$ cat config.mk
export PLATFORM = sky130hd
export DESIGN_NAME = sort_mem_arbiter
export DESIGN_NICKNAME = d
export VERILOG_FILES = /design/src/rtl/sort_mem_arbiter.sv
export SDC_FILE = /design/constraint.sdc
export NUM_CORES = 1
export LEC_CHECK = 0
export ABC_AREA = 1
export BUFFER_PORTS_ARGS = -buffer_cell sky130_fd_sc_hd__buf_2
export CORE_MARGIN = 8
export CORE_UTILIZATION = 31
export DETAILED_ROUTE_END_ITERATION = 7
export PLACE_DENSITY_LB_ADDON = 0.05
export SKIP_CTS_REPAIR_TIMING = 1
export SYNTH_ARGS = -nofsm -noshare
export SYNTH_HDL_FRONTEND = slang
export SYNTH_SLANG_ARGS = --single-unit
$ cat constraint.sdc
create_clock -name clk -period 1.25 [get_ports clk]
set_input_delay 0.25 -clock clk [delete_from_list [all_inputs] [get_ports clk]]
set_output_delay 0.25 -clock clk [all_outputs]
set_load 0.03 [all_outputs]
$ cat src/rtl/sort_mem_arbiter.sv
// Round-robin arbiter sharing one 1R/1W sort memory (1-cycle registered read) among NREQ requesters.
// Latency: gnt/mem enables same cycle, rvalid one cycle after a read grant; optional SORT_MEM_ARB_LOCK_EN adds ownership locking.
module sort_mem_arbiter #(
  parameter int NREQ = 2,
  parameter int AW   = 3,
  parameter int DW   = 8
) (
  input  logic                 clk,
  input  logic                 nrst,
  input  logic [NREQ-1:0]      req,
  input  logic [NREQ-1:0]      we,
  input  logic [NREQ*AW-1:0]   addr,
  input  logic [NREQ*DW-1:0]   wdata,
  input  logic [NREQ-1:0]      lock,
  output logic [NREQ-1:0]      gnt,
  output logic [NREQ-1:0]      rvalid,
  output logic [DW-1:0]        rdata,
  output logic                 mem_rd,
  output logic                 mem_wr,
  output logic [AW-1:0]        mem_rdaddr,
  output logic [AW-1:0]        mem_wraddr,
  output logic [DW-1:0]        mem_in,
  input  logic [DW-1:0]        mem_out
);

  localparam int IW = (NREQ > 2) ? 2 : 1;

  logic [IW-1:0]   last;
  logic [IW-1:0]   win;
  logic            win_vld;
  logic            grant;
  logic [IW:0]     sum;
  logic [IW-1:0]   idx;
  logic [NREQ-1:0] win_oh;
  logic [NREQ-1:0] rvalid_q;

`ifdef SORT_MEM_ARB_LOCK_EN
  logic            owner_vld;
  logic [IW-1:0]   owner;
  logic            owner_rel;
`else
  logic            lock_unused;
  assign lock_unused = ^lock;
`endif

  // Search starts just after the previous winner, wrapping modulo NREQ.
  always_comb begin
    win_vld = 1'b0;
    win     = '0;
    sum     = '0;
    idx     = '0;
    for (int i = 1; i <= NREQ; i++) begin
      sum = {1'b0, last} + (IW+1)'(i);
      if (sum >= (IW+1)'(NREQ)) sum = sum - (IW+1)'(NREQ);
      idx = sum[IW-1:0];
      if (!win_vld && req[idx]) begin
        win_vld = 1'b1;
        win     = idx;
      end
    end
`ifdef SORT_MEM_ARB_LOCK_EN
    if (owner_vld) begin
      win_vld = req[owner];
      win     = owner;
    end
`endif
  end

  assign grant = nrst && win_vld;

  always_comb begin
    win_oh      = '0;
    win_oh[win] = 1'b1;
  end

  assign gnt        = grant ? win_oh : '0;
  assign mem_wr     = grant && we[win];
  assign mem_rd     = grant && !we[win];
  assign mem_wraddr = mem_wr ? addr[int'(win)*AW +: AW]  : '0;
  assign mem_in     = mem_wr ? wdata[int'(win)*DW +: DW] : '0;
  assign mem_rdaddr = mem_rd ? addr[int'(win)*AW +: AW]  : '0;

  // Gated by nrst so a read granted just before reset never surfaces.
  assign rvalid = nrst ? rvalid_q : '0;
  assign rdata  = mem_out;

`ifdef SORT_MEM_ARB_LOCK_EN
  assign owner_rel = owner_vld && (!req[owner] || (grant && !lock[owner]));

  always_ff @(posedge clk) begin
    if (!nrst) begin
      owner_vld <= 1'b0;
      owner     <= '0;
    end else if (owner_rel) begin
      owner_vld <= 1'b0;
    end else if (!owner_vld && grant && lock[win]) begin
      owner_vld <= 1'b1;
      owner     <= win;
    end
  end
`endif

  always_ff @(posedge clk) begin
    if (!nrst) begin
      last     <= IW'(NREQ-1);
      rvalid_q <= '0;
    end else begin
      rvalid_q <= mem_rd ? win_oh : '0;
      if (grant) last <= win;
`ifdef SORT_MEM_ARB_LOCK_EN
      else if (owner_rel) last <= owner;
`endif
    end
  end

endmodule

* After elaboration in Yosys (flattened, before gate mapping)
Index checks and enable logic that the tools add are counted.
** Cells by class
- Add/subtract/negate cells :: 4
- Order comparisons :: 6
- Shift operators :: 2
- Reductions and logical operators :: 8
- Multiplexer cells :: 19
- Multiply operators :: 1
** Operators with widths (count)
- $shiftx 16x5->8 :: 1
- $mux 1 :: 13
- $mux 8 :: 1
- $lt 1x2->1 const B :: 3
- $mux 3 :: 2
- $shiftx 6x4->3 :: 1
- $logic_and 1x1->1 :: 5
- $ge 2x2->1 const B :: 2
- $mux 2 :: 2
- $mul 1x2->3 const B :: 1
- $add 1x1->2 const B :: 1
- $add 1x2->2 const B :: 1
- $logic_not 1->1 :: 2
- $reduce_and 2->1 :: 1
- $sub 1x1->1 const B :: 2
- $demux 1 s1 :: 1
- $ge 1x1->1 const B :: 1
** Word-level totals
- Word-level logic and storage cells :: 42
- Input port bits :: 38
- Output and inout bits :: 28
- Bits in registers :: 3

* Depth between registers and ports, before layout
- Depth after elaboration :: 14
- Gate-level depth with buffers :: 7
- Depth with buffers taken out :: 6

* Worst setup path before layout
Ideal clock, no wire load.
- Kind :: register to output
- From :: register last
- To :: output mem_rdaddr[0]
- Data required time :: 1000 ps
- Stages on the path, launching flop included :: 7
- Path slack :: -189 ps
- Arrival :: 1189 ps
- Cell sequence :: dfxtp_1 -> nand2_1 -> nand2_2 -> buf_6 -> nand2_1 -> o21ai_1 -> nor2_1
** On the way
- Cells in the longest elaborated chain, start to end :: 14
** RTL lines
- from (decl) :: line 28 : logic [IW-1:0] last;
- from (signal assigned) :: line 105 : last <= IW'(NREQ-1);
- from (signal assigned) :: line 109 : if (grant) last <= win;
- branches (longest 13 deep; another with $mul 1x2->3)
- $mux 3 (*) :: line 81 : assign mem_rdaddr = mem_rd ? addr[int'(win)*AW +: AW] : '0;
- to (decl) :: line 20 : output logic [AW-1:0] mem_rdaddr,
Mark *: on every way between the ends. The select of a mux whose other input is x is not followed.

* Worst setup path after layout
- From :: register last
- To :: output mem_wraddr[1]
** On the way
- Cells in the longest elaborated chain, start to end :: 13
** RTL lines
- branches (longest 12 deep; another with $mul 1x2->3)
- $mux 3 (*) :: line 79 : assign mem_wraddr = mem_wr ? addr[int'(win)*AW +: AW] : '0;
- to (decl) :: line 21 : output logic [AW-1:0] mem_wraddr,
Marks and branches as above.

==> flow_metrics.env <==
export IMPL_status="finished, violations left"
export IMPL_violations="negative setup slack"
export IMPL_row_count=14
export IMPL_pin_count=66
export IMPL_synth_seq_cells=3
export IMPL_grt_total_usage_pct=11.8
export IMPL_coreArea_um2=1520
export IMPL_start_kind="flip-flop"
export IMPL_cpPeakStageDelay_ns=0.33
export IMPL_syn_avg_cell_area_um2=5.32
export IMPL_post_route_util_pct=77.3
export IMPL_maxCapViolCount=0
export IMPL_clock_path_buffers=2
export IMPL_setup_ws_ns=-0.329
export IMPL_skew_ns=0.00387
export IMPL_clkTransAtPathRegs_ns=0.04
export IMPL_root_buffer="clkbuf_4"
export IMPL_synth_top_cell_by_area="nand2_1"
export IMPL_seq_area_frac_synth_pct=11.8
export IMPL_die_h_um=56.6
export IMPL_worst_pin_slew_ns=0.251
export IMPL_setup_violations_final=18
export IMPL_hold_depth=3
export IMPL_slew_headroom_pct=83.3
export IMPL_layout_common_cells="buf_2, nand2_1, buf_6"
export IMPL_h_tree_depth=1
export IMPL_syn_area_um2=510
export IMPL_worstHoldPathType="input pin to flip-flop"
export IMPL_crit_type="flip-flop to output pin"
export IMPL_cp_max_fo=5
export IMPL_start_util_pct=33.5
export IMPL_antenna_cells=0
export IMPL_drtPass1Iterations=2
export IMPL_synth_nets=134
export IMPL_hpwl_um=1550
export IMPL_gp_congestion=0.776
export IMPL_vdd_ir_drop_max_mv=0.377
export IMPL_yosysUniqueCellTypes=14
export IMPL_portBuffers=47
export IMPL_synth_area_leaders="nand2_1, inv_1, nor2_2, dfxtp_1, nand3_1"
export IMPL_seqCellArea_um2=61.3
export IMPL_final_nets=191
export IMPL_crit_buf_inv=2
export IMPL_dieWidth_um=56.6
export IMPL_syn_to_final_growth_pct=131
export IMPL_insertion_delay_ns=0.23
export IMPL_crit_family="flip-flops"
export IMPL_grt_pass1_wl_um=3280
export IMPL_fillers=114
export IMPL_antenna_left=0
export IMPL_die_area_um2=3200
export IMPL_hold_viol=0
export IMPL_period_share_pct=126
export IMPL_ys_warn_count=0
export IMPL_totalWireLength_um=1990
export IMPL_synth_top_area_share_pct=18.4
export IMPL_worstSetupEndpointType="output pin"
export IMPL_total_leakage_power_nw=0.640
export IMPL_layout_commonest_cell="buf_2"
export IMPL_drive_gt1_share_pct=71.1
export IMPL_powerDensity_nw_per_um2=652
export IMPL_synth_cells=96
export IMPL_numCtsBuffers=3
export IMPL_cp_slowest_cell="dfxtp_2"
export IMPL_viasPerCell=4.36
export IMPL_ff2ff_path_depth=6
export IMPL_max_freq_mhz=633
export IMPL_cp_data_required_time_ns=1.00
export IMPL_rsz0062_at_grt="yes"
export IMPL_wl_per_cell_um=11.9
export IMPL_grt_pass1_vias=803
export IMPL_r2r_slack_ns=0.27
export IMPL_vias=732
export IMPL_crit_chain="nand2_4 > nand2_8 > clkbuf_16 > o21ai_4 > nor2_4 > buf_4"
export IMPL_grt_start_max_net_pins=10
export IMPL_fin_crit_ns=1.58
export IMPL_cts_tree="done"
export IMPL_antenna_found_initial=0
export IMPL_drc=0
export IMPL_drv_slew=0
export IMPL_overflow=0
export IMPL_dr_first_iter_drc_count=1
export IMPL_clock_sinks=3
export IMPL_worst_path_stages=6
export IMPL_tns_ns=-4.98
export IMPL_multi_input_area_um2=483
export IMPL_critPathArrivalTime_ns=1.33
-- cell type report --
class | instances | share of cell area, %
tap | 16 | 1.70
clock buffer | 4 | 2.23
inverter | 19 | 6.05
multi-input combinational | 62 | 41.0
sequential | 3 | 5.20
timing repair buffer | 64 | 43.8
-- registers in the layout, indices dropped and copies added (netlist names) --
signal / count
rvalid_q: 2
last: 1
-- worst paths after layout --
| check | from | to |
|---|---|---|
| hold / removal | nrst | last |
| setup / recovery | last | mem_wraddr[1] |
| setup reg to reg | last | rvalid_q[0] |
| hold reg to reg | last | last |
-- stage by stage --
stage	instances	total power, mW	area, µm²	setup slack [ns]	hold WS (ns)
floorplan	96	0.409	641	-0.0593	0.334
global placement	162	0.487	920	-0.194	0.448
detailed placement	162	0.493	920	-0.221	0.461
CTS	166	0.670	946	-0.393	0.321
global route	168	0.819	1180	-0.379	0.348
finish	168	0.769	1180	-0.329	0.320
-- routing by layer --
layer / wire (µm) / GRT usage, %
met5: 0 / 0
met4: 14 / 4.47
met3: 213 / 4.94
met2: 1040 / 21.9
met1: 719 / 10.9
-- synthesized netlist by cell type --
master,count
buf_6,2
buf_4,8
nor2_2,10
a21oi_1,1
o21ai_1,3
nand3_1,12
dfxtp_1,3
buf_2,2
inv_2,1
inv_1,18
nand2_1,25
nor2_1,9
nand2_2,1
nand3_2,1
-- report_power, final --
group / internal (mW) / leakage, nW / switching [mW]
logic: 0.221 / 0.601 / 0.271
clock network: 0.120 / 0.0150 / 0.0525
registers: 0.102 / 0.0243 / 0.00293
-- cell families after synthesis --
family	Yosys count	synth area share, %
simple gates	58	52.2
buf+inv	31	32.1
compound gates	4	3.92
flops	3	11.8
-- worst register-to-register path, stage by stage, from the launching register on --
cell,delay [ns]
dfxtp_2,0.35
nand2_4,0.09
nand2_8,0.10
nand2_4,0.06
buf_4,0.13
buf_4,0.12
nor2_1,0.08
(Power assumes the default switching activity.)
